$ cat config.mk
export PLATFORM = sky130hd
export DESIGN_NAME = seq_detect_ctrl
export DESIGN_NICKNAME = d
export VERILOG_FILES = /design/src/rtl/seq_detect_ctrl.sv
export SDC_FILE = /design/constraint.sdc
export NUM_CORES = 1
export LEC_CHECK = 0
export CAP_MARGIN = 20
export CORE_ASPECT_RATIO = 0.5
export CORE_MARGIN = 5
export CORE_UTILIZATION = 40
export CTS_BUF_LIST = sky130_fd_sc_hd__clkbuf_4 sky130_fd_sc_hd__clkbuf_8 sky130_fd_sc_hd__clkbuf_16
export DETAILED_ROUTE_END_ITERATION = 8
export RECOVER_POWER = 100
export SETUP_SLACK_MARGIN = 0.1
export SYNTH_ARGS = -nofsm -noshare
export SYNTH_HDL_FRONTEND = slang
export SYNTH_SLANG_ARGS = --single-unit
export TNS_END_PERCENT = 20
$ cat constraint.sdc
create_clock -name clk -period 4.2 [get_ports clk]
set_clock_uncertainty 0.1 [all_clocks]
set_input_delay 0.42 -clock clk [delete_from_list [all_inputs] [get_ports clk]]
set_output_delay 0.42 -clock clk [all_outputs]
set_load 0.01 [all_outputs]
$ cat src/rtl/seq_detect_ctrl.sv
// Serial pattern detector: a configurable pattern of up to MAX_LEN bits is matched
// (overlapping) against a din_valid-qualified bit stream, with an optional match target.
module seq_detect_ctrl #(
    parameter int MAX_LEN = 8,
    parameter int CNT_W   = 8
) (
    input  logic               clk,
    input  logic               reset,
    input  logic               cfg_valid,
    output logic               cfg_ready,
    input  logic [MAX_LEN-1:0] cfg_pattern,
    input  logic [3:0]         cfg_len,
    input  logic [CNT_W-1:0]   cfg_target,
    input  logic               din_valid,
    input  logic               din,
    input  logic               abort,
    output logic               match,
    output logic [CNT_W-1:0]   match_cnt,
    output logic               busy,
    output logic               done,
    output logic               cfg_err
);
    typedef enum logic [1:0] {ST_IDLE, ST_RUN, ST_DONE} state_t;

    localparam logic [3:0]       MAX_L   = 4'(MAX_LEN);
    localparam logic [CNT_W-1:0] CNT_MAX = '1;

    state_t             r_state;
    logic [MAX_LEN-1:0] r_pat;
    logic [MAX_LEN-1:0] r_hist;
    logic [3:0]         r_len;
    logic [3:0]         r_fill;
    logic [CNT_W-1:0]   r_tgt;
    logic [CNT_W-1:0]   r_cnt;
    logic               r_match;
    logic               r_cfg_err;
    logic               r_busy;
    logic               r_done;
    logic               r_cfg_ready;

    logic               w_len_ok;
    logic [MAX_LEN-1:0] w_hist_next;
    logic [3:0]         w_fill_next;
    logic [MAX_LEN-1:0] w_mask;
    logic               w_hit;
    logic [CNT_W-1:0]   w_cnt_next;

    assign w_len_ok    = (cfg_len != 4'd0) && (cfg_len <= MAX_L);
    assign w_hist_next = {r_hist[MAX_LEN-2:0], din};
    assign w_fill_next = (r_fill == MAX_L) ? r_fill : r_fill + 4'd1;
    assign w_cnt_next  = (r_cnt == CNT_MAX) ? r_cnt : r_cnt + 1'b1;

    // Only the low r_len bits of history take part in the compare.
    always_comb begin
        w_mask = '0;
        for (int i = 0; i < MAX_LEN; i++)
            w_mask[i] = (i < int'(r_len));
    end

    assign w_hit = (((w_hist_next ^ r_pat) & w_mask) == '0) && (w_fill_next >= r_len);

    always_ff @(posedge clk) begin
        if (reset) begin
            r_state     <= ST_IDLE;
            r_pat       <= '0;
            r_hist      <= '0;
            r_len       <= 4'd1;
            r_fill      <= '0;
            r_tgt       <= '0;
            r_cnt       <= '0;
            r_match     <= 1'b0;
            r_cfg_err   <= 1'b0;
            r_busy      <= 1'b0;
            r_done      <= 1'b0;
            r_cfg_ready <= 1'b1;
        end else begin
            r_match   <= 1'b0;
            r_cfg_err <= 1'b0;
            case (r_state)
                ST_IDLE, ST_DONE: begin
                    if (cfg_valid && r_cfg_ready) begin
                        if (w_len_ok) begin
                            r_pat       <= cfg_pattern;
                            r_len       <= cfg_len;
                            r_tgt       <= cfg_target;
                            r_cnt       <= '0;
                            r_hist      <= '0;
                            r_fill      <= '0;
                            r_state     <= ST_RUN;
                            r_busy      <= 1'b1;
                            r_done      <= 1'b0;
                            r_cfg_ready <= 1'b0;
                        end else begin
                            r_cfg_err <= 1'b1;
                        end
                    end
                end
                ST_RUN: begin
                    // Abort wins over a bit arriving on the same edge.
                    if (abort) begin
                        r_state     <= ST_IDLE;
                        r_busy      <= 1'b0;
                        r_cfg_ready <= 1'b1;
                    end else if (din_valid) begin
                        r_hist <= w_hist_next;
                        r_fill <= w_fill_next;
                        if (w_hit) begin
                            r_match <= 1'b1;
                            r_cnt   <= w_cnt_next;
                            if ((r_tgt != '0) && (w_cnt_next == r_tgt)) begin
                                r_state     <= ST_DONE;
                                r_busy      <= 1'b0;
                                r_done      <= 1'b1;
                                r_cfg_ready <= 1'b1;
                            end
                        end
                    end
                end
                default: begin
                    r_state     <= ST_IDLE;
                    r_busy      <= 1'b0;
                    r_done      <= 1'b0;
                    r_cfg_ready <= 1'b1;
                end
            endcase
        end
    end

    assign cfg_ready = r_cfg_ready;
    assign match     = r_match;
    assign match_cnt = r_cnt;
    assign busy      = r_busy;
    assign done      = r_done;
    assign cfg_err   = r_cfg_err;
endmodule
==> results_dict.tcl <==
set metrics [dict create \
    drv_cap 0 \
    ir_drop_mv 0.196 \
    r2r_start "r_fill[0]" \
    cts_root_buffer "clkbuf_16" \
    via_count 2327 \
    ys_warn_count 0 \
    grt_pass1_vias 2350 \
    leakage_nw 1.20 \
    whs_ps 401 \
    drt_iter0_markers 149 \
    start_util_pct 41.2 \
    ctsLongestPathBuffers 2 \
    syn_inst 301 \
    status "finished, final reports clean" \
    async_flop_share_pct 0 \
    finalNetCount 368 \
    finalSetupViolCount 0 \
    diodes 0 \
    synth-edff-count 0 \
    reg2reg_depth 12 \
    total_power_mw 1.15 \
    cts.sinks 46 \
    holdCritStartpoint "r_fill[1]" \
    critPathSlowestCell "or4_1" \
    place_congestion 0.848 \
    ys_seq_elements 46 \
    critPathLaunchType "register" \
    path_max_fanout 6 \
    die_w_um 122 \
    r2r_slack_ps 940 \
    synth_area_leaders "dfxtp_1 (37%), mux2i_1 (7.6%), nor2_1 (5.7%), a21oi_1 (5.4%), xnor2_1 (3.8%)" \
    grt_setup_unrepaired "no" \
    synth_top_area_share_pct 36.7 \
    ys_seq_area_share_pct 36.7 \
    drive_gt1_share_pct 4.76 \
    worstSetupEndpointType "register" \
    post-cts-setup-buffers 0 \
    yosysUniqueCellTypes 54 \
    area_growth_pct 25.8 \
    synth.most_common_cell "dfxtp_1" \
    synthFlopType "dfxtp_1" \
    fin_ws_ps 940 \
    cts_resized 0 \
    regArea_um2 921 \
    antenna_found_initial 0 \
    place_ws_ps 1020 \
    crit_type "reg -> reg" \
    synth_nets 334 \
    yosysTopAreaCell "dfxtp_1" \
    ios 39 \
    cts_tree "built" \
    required_ps 4280 \
    route.detailed.drc 0 \
    multi_input_area_mm2 0.00149 \
    ant_nets 0 \
    hold_path_end "r_fill[1]" \
    finalSetupTns_ps 0 \
    wirelength_um 6270 \
    fin_crit_sh_pct 77.6 \
    holdBufCountCts 0 \
    grt_pass1_wl_um 10700 \
    slew_viol_final 0 \
    final-hold-violation-count 0 \
    fin_crit_ps 3260 \
    die_h_um 66.0 \
    dr.pass1.iters 4 \
    grt_max_degree 41 \
    htreeDepth 2 \
    grt.total_usage_pct 16.5 \
    tightest_slew_ps 824 \
    hold_class "reg -> reg" \
    min_path_cells 2 \
    fillers 588 \
    power.density_mw_per_mm2 364 \
    clk_latency_ps 280 \
    die-area_mm2 0.00805 \
    numCtsBuffers 5 \
    core_area_mm2 0.00608 \
    worst_path_largest_cell_delay_ps 610 \
    yosys-top-cells-count "dfxtp_1 (46), nor2_1 (38), a21oi_1 (27)" \
    overflow 0 \
    wl_per_cell_um 14.8 \
    avgSynthCellArea_um2 8.33 \
    cp_top_family "compound AO/OA/AOI/OAI gates" \
    worst_ep_arrival_time_ps 3340 \
    clk_pin_slew_ps 70 \
    fmax_mhz 307 \
    slew_headroom_pct 45.1 \
    io_buffers 38 \
    row_count 20 \
    timing.rr.end "match_cnt[6]" \
    netlist_area_mm2 0.00251 \
    worst-path-buf-inv 1 \
    hpwl_um 4680 \
    cp_cell_sequence "inv_1 -> ha_1 -> nand2_1 -> nor2_1 -> nor2_1 -> ha_1 -> o21a_1 -> o22ai_1 -> or4_1 -> o41a_1 -> o311a_1 -> a21o_1" \
    viasPerCell 5.49 \
]
==> how the worst max path moves through the flow <==
stage               startpoint  cells past startpoint      endpoint  slack [ps]
finish               r_fill[0]                     12  match_cnt[6]         940
floorplan            r_fill[0]                     12  match_cnt[6]        1240
global route         r_fill[0]                     12  match_cnt[1]         780
detailed placement   r_fill[0]                     12  match_cnt[6]        1020
CTS                  r_fill[0]                     12  match_cnt[6]        1010
global placement     r_fill[0]                     12  match_cnt[6]        1120
==> logic make-up after synthesis <==
kind of cell	after synthesis	synth area share, %
XOR/XNOR	16	5.59
AO/OA/AOI/OAI	71	18.8
multiplexers	19	7.58
buffers and inverters	24	3.89
flip-flops	46	36.7
adder cells (fa/ha/maj)	7	3.49
AND/OR/NAND/NOR	118	23.9
==> where the power goes <==
| part | leakage, nW | switching (mW) | internal [mW] | total, mW |
|---|---|---|---|---|
| Sequential | 0.373 | 0.0179 | 0.453 | 0.471 |
| Clock | 0.0971 | 0.161 | 0.357 | 0.518 |
| Combinational | 0.734 | 0.0855 | 0.0740 | 0.159 |
==> state kept, by name, summed over array words and instances, names as in the netlist, 2 cells and up <==
register and flops:
r_state 2, r_tgt 8, match_cnt 8, r_fill 4, r_len 4, r_pat 8
r_hist 7
==> area by class of cell <==
class                   instances  area share (%)
clock buffers                   6            4.40
flip-flops and latches         46            29.2
repair buffers                 41            12.8
well taps                      88            3.49
clock inverters                 2            1.90
multi-input cells             231            47.1
inverters                      10            1.19
==> worst reg2reg max path, cell delays in order (launching register included) <==
cell and delay (ps):
dfxtp_1 340, inv_1 100, ha_1 150, nand2_1 60, nor2_1 190, nor2_1 110
ha_1 290, o21a_1 100, o22ai_1 60, or4_1 610, o41a_1 500, o311a_1 390
a21o_1 150
==> layer usage <==
layer	routed length, um	share of wire [%]	global-route usage (%)	vias up
li1	-	-	-	1174
met1	2890	46	20.5	1102
met2	3010	48	29.5	49
met3	323	5.2	2.91	2
met4	40	0.64	4.89	0
met5	0	0	0	-
==> metrics by stage <==
stage,cell area (um2),instances,util (%)
after floorplan,2510,301,-
after global placement,2970,416,48.8
after detailed placement,2970,416,48.8
after CTS,3170,424,52.1
after global routing,3160,424,51.9
final,3160,424,51.9
==> cells in the final DEF, fill, tap and decap left out, drive strengths merged, types with 2 or more instances in the layout <==
cell,instances
clkdlybuf4s50,24
nor2b,2
a311oi,2
nor2,38
a31oi,3
ha,7
and3,11
xor2,5
o311ai,2
o31ai,3
a21o,2
clkbuf,6
nand4b,2
nand2b,4
a21oi,27
o21a,4
o21ai,8
xnor2,11
o22ai,2
nor4,8
bufinv,2
a31o,2
a211oi,2
o211ai,3
nand4,6
dfxtp,46
inv,9
or4,2
buf,3
nand3,11
nand2,21
mux2i,19
nor3,4
and4,2
dlygate4sd3,14
Power figures use the tool's default switching activity.
